File: src/rtl/vis_pkg.sv
// Shared widths, FSM state encoding and small arithmetic helpers for the vision pipeline.
package vis_pkg;

    localparam int POS_W   = 11;
    localparam int SUM_W   = 32;
    localparam int CNT_W   = 20;
    localparam int COORD_W = 32;

    typedef enum logic [1:0] {
        IDLE    = 2'd0,
        DIV_X   = 2'd1,
        DIV_Y   = 2'd2,
        PUBLISH = 2'd3
    } state_t;

    // Saturating increment: stops at lim instead of wrapping on malformed timing.
    function automatic logic [POS_W-1:0] sat_inc(input logic [POS_W-1:0] v,
                                                 input logic [POS_W-1:0] lim);
        logic [POS_W-1:0] r;
        if (v >= lim) begin
            r = lim;
        end else begin
            r = v + {{(POS_W-1){1'b0}}, 1'b1};
        end
        return r;
    endfunction

endpackage

File: src/rtl/seq_divider.sv
// Restoring divider, one quotient bit per cycle. The start cycle already performs the
// first iteration, so a quotient is ready 32 cycles after start (done pulses then).
module seq_divider
    import vis_pkg::*;
(
    input  logic             clk,
    input  logic             rst,
    input  logic             start,
    input  logic [SUM_W-1:0] dividend,
    input  logic [CNT_W-1:0] divisor,
    output logic             done,
    output logic [SUM_W-1:0] quotient
);

    logic             busy_r;
    logic             done_r;
    logic [4:0]       iter_r;
    logic [CNT_W-1:0] rem_r;
    logic [SUM_W-1:0] quo_r;
    logic [CNT_W-1:0] dvs_r;
    logic [CNT_W:0]   step_s;

    // One restoring step: returns {quotient_bit, new_remainder}.
    function automatic logic [CNT_W:0] div_step(input logic [CNT_W-1:0] rem,
                                                 input logic             msb,
                                                 input logic [CNT_W-1:0] dvs);
        logic [CNT_W:0] trial;
        logic [CNT_W:0] res;
        trial = {rem, msb};
        if (trial >= {1'b0, dvs}) begin
            res = trial - {1'b0, dvs};
            res = {1'b1, res[CNT_W-1:0]};
        end else begin
            res = {1'b0, trial[CNT_W-1:0]};
        end
        return res;
    endfunction

    // Select operands for this cycle's step: live inputs on start, working regs while busy.
    always_comb begin
        step_s = {(CNT_W+1){1'b0}};
        if (busy_r) begin
            step_s = div_step(rem_r, quo_r[SUM_W-1], dvs_r);
        end else begin
            step_s = div_step({CNT_W{1'b0}}, dividend[SUM_W-1], divisor);
        end
    end

    // Iteration state: dividend bits shift out of quo_r as quotient bits shift in.
    always_ff @(posedge clk) begin
        if (rst) begin
            busy_r <= 1'b0;
            done_r <= 1'b0;
            iter_r <= 5'd0;
            rem_r  <= {CNT_W{1'b0}};
            quo_r  <= {SUM_W{1'b0}};
            dvs_r  <= {CNT_W{1'b0}};
        end else begin
            done_r <= 1'b0;
            if (busy_r) begin
                rem_r  <= step_s[CNT_W-1:0];
                quo_r  <= {quo_r[SUM_W-2:0], step_s[CNT_W]};
                iter_r <= iter_r + 5'd1;
                if (iter_r == 5'd31) begin
                    busy_r <= 1'b0;
                    done_r <= 1'b1;
                end
            end else if (start) begin
                rem_r  <= step_s[CNT_W-1:0];
                quo_r  <= {dividend[SUM_W-2:0], step_s[CNT_W]};
                dvs_r  <= divisor;
                iter_r <= 5'd1;
                busy_r <= 1'b1;
            end
        end
    end

    assign done     = done_r;
    assign quotient = quo_r;

endmodule

File: src/rtl/centroid_ctrl.sv
// Per-frame centroid engine: tracks pixel position, accumulates mask coordinates over a
// frame, divides at frame end and publishes a tear-free centroid for the next frame.
module centroid_ctrl
    import vis_pkg::*;
#(
    parameter int IMG_H  = 720,
    parameter int IMG_W  = 1280,
    parameter int THRESH = 128
) (
    input  logic               clk,
    input  logic               rst,
    input  logic               de,
    input  logic               hsync,
    input  logic               vsync,
    input  logic [23:0]        pixel_in,
    output logic [COORD_W-1:0] x_center,
    output logic [COORD_W-1:0] y_center,
    output logic               centroid_valid,
    output logic               no_object,
    output logic               frame_drop,
    output logic               busy
);

    localparam logic [POS_W-1:0] X_MAX   = POS_W'(IMG_W - 1);
    localparam logic [POS_W-1:0] Y_MAX   = POS_W'(IMG_H - 1);
    localparam logic [7:0]       THR     = 8'(THRESH);
    localparam logic [CNT_W-1:0] CNT_MAX = {CNT_W{1'b1}};

    logic               vsync_r;
    logic               de_r;
    logic [POS_W-1:0]   x_pos_r;
    logic [POS_W-1:0]   y_pos_r;
    logic [SUM_W-1:0]   sum_x_r;
    logic [SUM_W-1:0]   sum_y_r;
    logic [CNT_W-1:0]   cnt_r;
    logic [SUM_W-1:0]   snap_y_r;
    logic [CNT_W-1:0]   snap_cnt_r;
    logic [SUM_W-1:0]   qx_r;
    state_t             state_r;
    logic [COORD_W-1:0] x_center_r;
    logic [COORD_W-1:0] y_center_r;
    logic               valid_r;
    logic               no_obj_r;
    logic               drop_r;
    logic               busy_r;

    logic               mask_s;
    logic               fe_s;
    logic               de_fall_s;
    logic               acc_s;
    logic               div_start_s;
    logic [SUM_W-1:0]   div_dividend_s;
    logic [CNT_W-1:0]   div_divisor_s;
    logic               div_done_s;
    logic [SUM_W-1:0]   div_quot_s;
    logic               unused_s;

    assign mask_s    = (pixel_in[23:16] >= THR);
    assign fe_s      = vsync & ~vsync_r;
    assign de_fall_s = de_r & ~de;
    assign acc_s     = de & mask_s & ~vsync;
    // Line sync and green/blue are not needed for position or mask.
    assign unused_s  = ^{hsync, pixel_in[15:0]};

    // Edge-detect history for vsync and de.
    always_ff @(posedge clk) begin
        if (rst) begin
            vsync_r <= 1'b0;
            de_r    <= 1'b0;
        end else begin
            vsync_r <= vsync;
            de_r    <= de;
        end
    end

    // Pixel position counters; vsync has priority and counters saturate on bad timing.
    always_ff @(posedge clk) begin
        if (rst) begin
            x_pos_r <= {POS_W{1'b0}};
            y_pos_r <= {POS_W{1'b0}};
        end else if (vsync) begin
            x_pos_r <= {POS_W{1'b0}};
            y_pos_r <= {POS_W{1'b0}};
        end else if (de) begin
            x_pos_r <= sat_inc(x_pos_r, X_MAX);
        end else if (de_fall_s) begin
            x_pos_r <= {POS_W{1'b0}};
            y_pos_r <= sat_inc(y_pos_r, Y_MAX);
        end
    end

    // Mask coordinate accumulators, cleared at every frame end whether or not it is accepted.
    always_ff @(posedge clk) begin
        if (rst || fe_s) begin
            sum_x_r <= {SUM_W{1'b0}};
            sum_y_r <= {SUM_W{1'b0}};
            cnt_r   <= {CNT_W{1'b0}};
        end else if (acc_s) begin
            sum_x_r <= sum_x_r + SUM_W'(x_pos_r);
            sum_y_r <= sum_y_r + SUM_W'(y_pos_r);
            if (cnt_r != CNT_MAX) begin
                cnt_r <= cnt_r + {{(CNT_W-1){1'b0}}, 1'b1};
            end
        end
    end

    // Divider start: X launches on the snapshot cycle itself, Y as soon as X completes.
    always_comb begin
        div_start_s    = 1'b0;
        div_dividend_s = sum_x_r;
        div_divisor_s  = cnt_r;
        if ((state_r == IDLE) && fe_s && (cnt_r != {CNT_W{1'b0}})) begin
            div_start_s = 1'b1;
        end else if ((state_r == DIV_X) && div_done_s) begin
            div_start_s    = 1'b1;
            div_dividend_s = snap_y_r;
            div_divisor_s  = snap_cnt_r;
        end else begin
            div_start_s = 1'b0;
        end
    end

    seq_divider u_div (
        .clk      (clk),
        .rst      (rst),
        .start    (div_start_s),
        .dividend (div_dividend_s),
        .divisor  (div_divisor_s),
        .done     (div_done_s),
        .quotient (div_quot_s)
    );

    // Frame-end FSM with snapshot and registered outputs; centroid changes only in PUBLISH.
    always_ff @(posedge clk) begin
        if (rst) begin
            state_r    <= IDLE;
            snap_y_r   <= {SUM_W{1'b0}};
            snap_cnt_r <= {CNT_W{1'b0}};
            qx_r       <= {SUM_W{1'b0}};
            x_center_r <= {COORD_W{1'b0}};
            y_center_r <= {COORD_W{1'b0}};
            valid_r    <= 1'b0;
            no_obj_r   <= 1'b0;
            drop_r     <= 1'b0;
            busy_r     <= 1'b0;
        end else begin
            valid_r <= 1'b0;
            drop_r  <= fe_s && (state_r != IDLE);
            case (state_r)
                IDLE: begin
                    if (fe_s) begin
                        snap_y_r   <= sum_y_r;
                        snap_cnt_r <= cnt_r;
                        if (cnt_r != {CNT_W{1'b0}}) begin
                            state_r <= DIV_X;
                            busy_r  <= 1'b1;
                        end else begin
                            no_obj_r <= 1'b1;
                        end
                    end
                end
                DIV_X: begin
                    if (div_done_s) begin
                        qx_r    <= div_quot_s;
                        state_r <= DIV_Y;
                    end
                end
                DIV_Y: begin
                    if (div_done_s) begin
                        state_r <= PUBLISH;
                        busy_r  <= 1'b0;
                    end
                end
                PUBLISH: begin
                    x_center_r <= COORD_W'(qx_r);
                    y_center_r <= COORD_W'(div_quot_s);
                    valid_r    <= 1'b1;
                    no_obj_r   <= 1'b0;
                    state_r    <= IDLE;
                end
                default: begin
                    state_r <= IDLE;
                    busy_r  <= 1'b0;
                end
            endcase
        end
    end

    assign x_center       = x_center_r;
    assign y_center       = y_center_r;
    assign centroid_valid = valid_r;
    assign no_object      = no_obj_r;
    assign frame_drop     = drop_r;
    assign busy           = busy_r;

endmodule

File: config.mk
export PLATFORM = sky130hd
export DESIGN_NAME = centroid_ctrl
export DESIGN_NICKNAME = d
export VERILOG_FILES = /design/src/rtl/vis_pkg.sv /design/src/rtl/seq_divider.sv /design/src/rtl/centroid_ctrl.sv
export SDC_FILE = /design/constraint.sdc
export NUM_CORES = 1
export LEC_CHECK = 0
export ABC_AREA = 1
export BUFFER_PORTS_ARGS = -buffer_cell sky130_fd_sc_hd__clkbuf_2
export CORE_MARGIN = 2
export CORE_UTILIZATION = 30
export CTS_BUF_LIST = sky130_fd_sc_hd__clkbuf_8
export DETAILED_ROUTE_END_ITERATION = 10
export SETUP_SLACK_MARGIN = 0.02
export SYNTH_ARGS = -nofsm -noshare
export SYNTH_HDL_FRONTEND = slang
export SYNTH_SLANG_ARGS = --single-unit
File: constraint.sdc
create_clock -name clk -period 6.38 [get_ports clk]
set_input_delay 1.914 -clock clk [delete_from_list [all_inputs] [get_ports clk]]
set_output_delay 1.914 -clock clk [all_outputs]
set_load 0.02 [all_outputs]
==> flow_metrics.env, run 1 <==
export IMPL_clock_latency_ns=0.69
export IMPL_die_w_um=239
export IMPL_max_freq_mhz=237
export IMPL_rows=86
export IMPL_syn_to_final_growth_pct=14.4
export IMPL_final_common_cell="nor2_1"
export IMPL_path_cells="clkbuf_2 -> inv_2 -> nor2_4 -> nand2_2 -> inv_2 -> nand2_2 -> nand2_1 -> nand2_1 -> o21ai_0 -> inv_1 -> ha_1 -> inv_1 -> ha_1 -> nand3_1 -> nor2_1 -> o21ai_1 -> nor2_4 -> nand3_2 -> nand3_1 -> nand2_1 -> inv_1"
export IMPL_critPathMaxStageDelay_ns=0.36
export IMPL_crit_required_ns=6.98
export IMPL_cap_violations=0
export IMPL_leakage_nw=8.09
export IMPL_antenna_found_initial=2
export IMPL_clkTransAtPathRegs_ns=0.05
export IMPL_htreeDepth=2
export IMPL_drc_errors=0
export IMPL_endpoint_kind="flop"
export IMPL_dp_cells=3033
export IMPL_cts_made_buffers=60
export IMPL_seq_area_frac_synth_pct=41.1
export IMPL_most_common_layout_cells="387 x nor2_1, 346 x nand2_1, 341 x dfxtp_1"
export IMPL_ctsResizeCount=0
export IMPL_status="complete, no violations"
export IMPL_stdcell_count=3145
export IMPL_firstDrtPassIters=5
export IMPL_cts_tree="done"
export IMPL_clockRootBuffer="clkbuf_8"
export IMPL_startpoint_type="input port"
export IMPL_dpl_instance_area_um2=17500
export IMPL_skew_ns=0.0403
export IMPL_powerDensity_nw_per_um2=309
export IMPL_layout_nets=2478
export IMPL_grt_max_degree=117
export IMPL_hold_violations=0
export IMPL_ir_drop_uv=146
export IMPL_clk_path_buf_depth=3
export IMPL_relSlewSlack_pct=25.6
export IMPL_path_max_fanout=22
export IMPL_port_buffers=72
export IMPL_final_min_clock_period_ns=4.22
export IMPL_crit_arrival_ns=4.83
export IMPL_syn_area_per_cell_um2=7.06
export IMPL_syn_instance_count=2352
export IMPL_rsz0062_at_grt="false"
export IMPL_period_share_pct=66.2
export IMPL_core_area_um2=54900
export IMPL_grt_remaining_overflow=0
export IMPL_setup_viol=0
export IMPL_drt_wl_total_um=45100
export IMPL_post_route_util_pct=34.6
export IMPL_clock_sinks=341
export IMPL_wl_per_cell_um=14.3
export IMPL_synth_top_area_share_pct=41.1
export IMPL_yosys_top_cells_area="dfxtp_1 41%, o21ai_0 9.3%, nor2_1 8.7%"
export IMPL_track_usage_pct=15.6
export IMPL_grt_pass1_vias=14500
export IMPL_critical_path_class="input port to flop"
export IMPL_crit_slowest_cell="nand2_1"
export IMPL_dpl_hpwl_um=31200
export IMPL_num_io_pins=97
export IMPL_yosysWarnings=0
export IMPL_whs_ns=0.444
export IMPL_hold_class="flop to flop"
export IMPL_post_cts_buffers=0
export IMPL_synthDistinctLibCells=47
export IMPL_drive_above_1_share_pct=9.34
export IMPL_tightest_slew_ns=1.12
export IMPL_drtAntennaViolNets=0
export IMPL_finalInstanceArea_um2=19000
export IMPL_tns_ns=0
export IMPL_cts_hold_buf=0
export IMPL_syn_nets=2439
export IMPL_grt_pass1_wl_um=73900
export IMPL_slew_viol_final=0
export IMPL_n_antenna_cell=0
export IMPL_ys_seq_elements=341
export IMPL_vias=15400
export IMPL_dieArea_um2=57300
export IMPL_gp_congestion=0.871
export IMPL_synth_largest_area_cell="dfxtp_1"
export IMPL_syn_cell_area_um2=16600
export IMPL_viasPerCell=4.89
export IMPL_drt_initial_drc_count=822
export IMPL_die_height_um=239
export IMPL_start_util_pct=30.3
==> routing by layer <==
layer	global-route usage [%]	wire length, um
met5	0	14
met4	4.03	796
met3	2.84	2390
met2	25.2	20100
met1	21.4	21800
==> state kept, by name, summed over array words and instances (netlist names), 11 cells and up <==
name,count
u_div.dvs_r,20
u_div.quotient,32
cnt_r,20
qx_r,32
u_div.rem_r,20
snap_y_r,32
x_pos_r,11
sum_x_r,32
sum_y_r,32
y_center,32
snap_cnt_r,20
x_center,32
y_pos_r,11
==> worst paths after layout <==
kind,start,endpoint,slack (ns),cells after the start
worst max register to register,state_r[1],u_div.rem_r[7],2.86,20
worst max-delay path,vsync,u_div.rem_r[7],2.16,21
worst min register to register,snap_cnt_r[6],snap_cnt_r[6],0.44,2
worst min-delay path,snap_cnt_r[6],snap_cnt_r[6],0.44,2
==> critical path, delay by kind of cell <==
family	cells	cell delay, ns
compound gates	2	0.22
fa+ha+maj	2	0.36
buf+inv	6	0.70
simple gates	11	1.64
==> final cells by class <==
class                           count  area, um2
Fill cell                        5750      35900
Multi-Input combinational cell   1663       8440
Sequential cell                   341       6830
Clock buffer                       78       1070
Inverter                          236        888
Tap cell                          704        881
Timing Repair Buffer               89        500
Clock inverter                     34        385
==> per-stage QoR <==
| step | power [mW] | setup slack (ns) |
|---|---|---|
| 2_1_floorplan | 3.22 | 2.23 |
| 4_1_cts | 5.94 | 2.19 |
| 5_1_grt | 6.20 | 1.80 |
| 3_3_place_gp | 3.50 | 1.51 |
| 6_report | 5.88 | 2.16 |
| 3_5_place_dp | 3.52 | 1.48 |
==> cell families after synthesis <==
family	count (synthesis)	synth area share, %
and+or+nand+nor	903	22.5
AOI/OAI and AO/OA	639	20.4
buffers and inverters	348	8.15
DFF	341	41.1
xor gates and xnor gates	63	3.32
adders and majority gates	58	4.51
==> Yosys cell counts, drive strengths merged <==
cell	number
nor2	394
nand2	352
dfxtp	341
o21ai	312
a21oi	255
inv	233
clkbuf	90
nand3	70
ha	55
xor2	41
nor3	35
nand4	25
buf	22
xnor2	22
a31oi	20
a221oi	16
a22oi	10
nor4	7
or2	7
a21o	5
o21bai	5
o21a	4
a211oi	3
a2bb2oi	3
and2	3
and3	3
clkinv	3
fa	3
nand3b	3
o211ai	3
nor3b	2
o31ai	2
a21boi	1
or3b	1
or4	1
==> where the power goes <==
part / total [mW] / switching, mW / leakage (nW) / internal, mW
Combinational: 1.11 / 0.763 / 4.52 / 0.350
Clock: 2.40 / 0.965 / 0.806 / 1.43
Sequential: 2.37 / 0.0773 / 2.76 / 2.29
Total: 5.88 / 1.81 / 8.09 / 4.07
Note: power is estimated with default switching activity, not from simulation.
==> run 2: changes to the inputs <==
clock period = 3.6 ns   (was 6.38 ns; I/O delays follow)
==> flow_metrics.env, run 2 (synthesized netlist as in run 1, its figures left out) <==
export IMPL_period_share_pct=83.8
export IMPL_timing_critical_path_mode_cell="inv_1"
export IMPL_grt_max_degree=122
export IMPL_hold_class="flop to flop"
export IMPL_die_w_um=239
export IMPL_drc_errors=0
export IMPL_tns_ns=0
export IMPL_status="complete, no violations"
export IMPL_nFillCells=5824
export IMPL_crit_slowest_cell="o21ai_1"
export IMPL_clk_path_buf_depth=3
export IMPL_critical_path_class="flop to flop"
export IMPL_met3_usage_pct=2.98
export IMPL_path_max_fanout=7
export IMPL_critPathMaxStageDelay_ns=0.51
export IMPL_crit_required_ns=4.17
export IMPL_wl_per_cell_um=14.3
export IMPL_post_cts_buffers=0
export IMPL_dpl_hpwl_um=31400
export IMPL_clockRootBuffer="clkbuf_8"
export IMPL_ir_drop_uv=261
export IMPL_die_height_um=239
export IMPL_met2_usage_pct=24.8
export IMPL_gr_usage_met1_pct=21.5
export IMPL_grt_pass1_vias=14500
export IMPL_gp_congestion=0.897
export IMPL_powerDensity_nw_per_um2=530
export IMPL_final_min_clock_period_ns=3.02
export IMPL_cts_made_buffers=58
export IMPL_track_usage_pct=15.6
export IMPL_core_area_um2=54900
export IMPL_vias=15500
export IMPL_start_util_pct=30.3
export IMPL_clock_latency_ns=0.68
export IMPL_clock_sinks=341
export IMPL_syn_to_final_growth_pct=14.5
export IMPL_max_freq_mhz=332
export IMPL_path_cells="ha_1 -> inv_1 -> fa_1 -> inv_1 -> nand3_1 -> nand2_1 -> a21oi_1 -> o21ai_0 -> a21oi_1 -> o21ai_1 -> nand2_1 -> inv_1 -> nand3_1 -> o21bai_1 -> nor2_1"
export IMPL_cts_hold_buf=0
export IMPL_rows=86
export IMPL_ctsResizeCount=0
export IMPL_leakage_nw=8.11
export IMPL_skew_ns=0.0492
export IMPL_startpoint_type="flop"
export IMPL_clkTransAtPathRegs_ns=0.06
export IMPL_antenna_found_initial=1
export IMPL_n_antenna_cell=0
export IMPL_tightest_slew_ns=0.819
export IMPL_crit_arrival_ns=3.59
export IMPL_endpoint_kind="flop"
export IMPL_layout_nets=2497
export IMPL_grt_remaining_overflow=0
export IMPL_cts_tree="done"
export IMPL_setup_viol=0
export IMPL_num_io_pins=97
export IMPL_drive_above_1_share_pct=10.1
export IMPL_busiest_layer="met2"
export IMPL_dieArea_um2=57300
export IMPL_most_common_layout_cells="387 x nor2_1, 346 x nand2_1, 341 x dfxtp_1"
export IMPL_relSlewSlack_pct=45.4
export IMPL_htreeDepth=2
export IMPL_rsz0062_at_grt="false"
export IMPL_drtAntennaViolNets=0
export IMPL_drt_initial_drc_count=990
export IMPL_hold_violations=0
export IMPL_final_common_cell="nor2_1"
export IMPL_drt_wl_total_um=45100
export IMPL_cap_violations=0
export IMPL_grt_pass1_wl_um=73500
export IMPL_slew_viol_final=0
export IMPL_fin_ws_ns=0.584
export IMPL_port_buffers=72
export IMPL_firstDrtPassIters=5
export IMPL_pre_cts_ws_ns=0.132
export IMPL_viasPerCell=4.90
## run 2: area by class of cell
cell class              count  area [um2]  area share [%]
clock buffers              71         977            5.14
flip-flops and latches    341        6830            35.9
multi-input cells        1663        8440            44.4
clock inverters            35         313            1.64
repair buffers            110         696            3.66
inverters                 236         888            4.67
well taps                 704         881            4.63
## run 2: worst paths after layout
check | end | depth (start not counted) | slack (ns) | start
worst max-delay path | sum_y_r[26] | 15 | 0.58 | sum_y_r[0]
worst min register to register | snap_cnt_r[9] | 2 | 0.45 | snap_cnt_r[9]
worst max register to register | sum_y_r[26] | 15 | 0.58 | sum_y_r[0]
worst min-delay path | snap_cnt_r[9] | 2 | 0.45 | snap_cnt_r[9]
## run 2: routing by layer
layer  share of wire [%]  vias up
met5               0.029        -
met4                 2.0        2
met1                  48     7129
met2                  44      387
li1                    -     7897
met3                 6.0       71
## run 2: through the flow
step	instances	instance area (um2)	utilization [%]	hold slack (ns)	total power, mW
floorplan	2352	16600	-	0.425	5.70
global placement	3054	17700	32.3	0.434	6.25
detailed placement	3054	17700	32.3	0.440	6.27
CTS	3160	19000	34.7	0.450	10.2
global route	3160	19000	34.7	0.471	10.6
finish	3160	19000	34.7	0.446	10.1
## run 2: report_power, final
part | total (mW) | switching, mW | internal [mW] | leakage [nW]
sequential | 4.20 | 0.136 | 4.06 | 2.76
clock | 3.87 | 1.71 | 2.16 | 0.721
combinational | 2.02 | 1.38 | 0.639 | 4.63
total | 10.1 | 3.22 | 6.86 | 8.11
## run 2: critical path, delay by kind of cell (launching register included)
| family | cells | cell delay (ns) |
|---|---|---|
| flip-flops | 1 | 0.37 |
| adder cells (fa/ha/maj) | 2 | 0.57 |
| buffers and inverters | 3 | 0.30 |
| AO/OA/AOI/OAI | 5 | 1.21 |
| AND/OR/NAND/NOR | 5 | 0.46 |
==> run 3: changes to the inputs <==
clock period = 3.14 ns   (was 3.6 ns; I/O delays follow)
==> flow_metrics.env, run 3 (synthesized netlist as in run 1, its figures left out) <==
export IMPL_setup_viol=0
export IMPL_ir_drop_uv=298
export IMPL_final_min_clock_period_ns=2.83
export IMPL_skew_ns=0.0368
export IMPL_viasPerCell=4.88
export IMPL_start_util_pct=30.3
export IMPL_drive_above_1_share_pct=10.8
export IMPL_drtAntennaViolNets=0
export IMPL_firstDrtPassIters=5
export IMPL_fin_ws_ns=0.309
export IMPL_pre_cts_ws_ns=-0.0617
export IMPL_drc_errors=0
export IMPL_die_height_um=239
export IMPL_relSlewSlack_pct=48.1
export IMPL_hold_class="flop to flop"
export IMPL_drt_initial_drc_count=1135
export IMPL_n_antenna_cell=0
export IMPL_dpl_instance_area_um2=17900
export IMPL_routed_top_layer="met4"
export IMPL_clk_path_buf_depth=3
export IMPL_ctsResizeCount=0
export IMPL_grt_max_degree=84
export IMPL_clockRootBuffer="clkbuf_8"
export IMPL_max_freq_mhz=353
export IMPL_r2r_setup_slack_ns=0.31
export IMPL_post_cts_buffers=0
export IMPL_endpoint_kind="flop"
export IMPL_leakage_nw=8.21
export IMPL_gp_congestion=0.891
export IMPL_rsz0062_at_grt="false"
export IMPL_clock_latency_ns=0.68
export IMPL_hold_violations=0
export IMPL_critical_path_class="flop to flop"
export IMPL_cts_tree="done"
export IMPL_cap_violations=0
export IMPL_rows=86
export IMPL_route_met2_wl_um=20100
export IMPL_finalInstanceArea_um2=19100
export IMPL_grt_remaining_overflow=0
export IMPL_path_max_fanout=5
export IMPL_powerDensity_nw_per_um2=583
export IMPL_cts_hold_buf=0
export IMPL_port_buffers=72
export IMPL_syn_to_final_growth_pct=15.1
export IMPL_status="complete, no violations"
export IMPL_htreeDepth=2
export IMPL_cts_made_buffers=57
export IMPL_track_usage_pct=15.6
export IMPL_antenna_found_initial=0
export IMPL_most_common_layout_cells="387 x nor2_1, 346 x nand2_1, 341 x dfxtp_1"
export IMPL_vias=15600
export IMPL_dr_wl_met3_um=2520
export IMPL_crit_required_ns=3.74
export IMPL_grt_pass1_vias=14700
export IMPL_grt_pass1_wl_um=73700
export IMPL_wl_per_cell_um=14.1
export IMPL_nFillCells=5807
export IMPL_tightest_slew_ns=0.778
export IMPL_num_io_pins=97
export IMPL_slew_viol_final=0
export IMPL_drt_wl_total_um=45100
export IMPL_crit_arrival_ns=3.43
export IMPL_tns_ns=0
export IMPL_period_share_pct=90.2
export IMPL_final_common_cell="nor2_1"
export IMPL_core_area_um2=54900
export IMPL_clkTransAtPathRegs_ns=0.06
export IMPL_post_route_util_pct=34.8
export IMPL_dpl_hpwl_um=31800
export IMPL_die_w_um=239
export IMPL_layout_nets=2524
export IMPL_wl_met1_um=21500
export IMPL_dieArea_um2=57300
export IMPL_clock_sinks=341
export IMPL_startpoint_type="flop"
## run 3: changes by cell type in the layout (fill, tap and decap cells not counted)
cell       change
inv_1          +9
clkbuf_8       +2
inv_6          -1
clkinv_8       -1
clkinv_2       -6
buf_4         +28
inv_12         +2
bufinv_16      -5
## run 3: critical path: stages, from the launching register on
cell and delay, ns:
dfxtp_1 0.35, inv_1 0.11, ha_1 0.16, nand3_1 0.09, nor2_2 0.12, nand3_2 0.10, nand2_2 0.09, nand2_1 0.10
o21ai_0 0.18, inv_1 0.08, ha_1 0.17, inv_1 0.08, ha_1 0.17, nand3_1 0.08, nor2_1 0.13, o21ai_1 0.12
nor2_4 0.20, nand3_2 0.20, nand3_1 0.12, nand2_1 0.05, inv_1 0.04
## run 3: power by group
part | total, mW | switching, mW | internal, mW
clock network | 4.01 | 1.90 | 2.11
logic | 2.33 | 1.57 | 0.761
registers | 4.81 | 0.155 | 4.65
total | 11.1 | 3.62 | 7.53
## run 3: per-layer routing
layer | up-vias | track usage, %
met5 | - | 0
met4 | 0 | 5.04
met3 | 79 | 2.75
li1 | 7956 | -
met1 | 7173 | 20.9
met2 | 364 | 25.5
## run 3: final timing paths
kind                                  endpoint  depth (start not counted)           start
worst max register to register  u_div.rem_r[7]                         20        cnt_r[0]
worst min register to register  snap_cnt_r[14]                          2  snap_cnt_r[14]
worst min-delay path            snap_cnt_r[14]                          2  snap_cnt_r[14]
worst max-delay path            u_div.rem_r[7]                         20        cnt_r[0]
## run 3: through the flow
stage	hold slack [ns]	total power, mW	instances
floorplan	0.425	6.54	2352
global placement	0.435	7.18	3082
detailed placement	0.443	7.21	3082
CTS	0.451	11.3	3188
global route	0.466	11.8	3188
finish	0.446	11.1	3188
## run 3: layout make-up
class | instances | area, um2 | area share, %
Timing Repair Buffer | 138 | 906 | 4.74
Multi-Input combinational cell | 1663 | 8440 | 44.1
Clock inverter | 33 | 174 | 0.910
Inverter | 236 | 888 | 4.65
Sequential cell | 341 | 6830 | 35.7
Tap cell | 704 | 881 | 4.61
Clock buffer | 73 | 1000 | 5.26
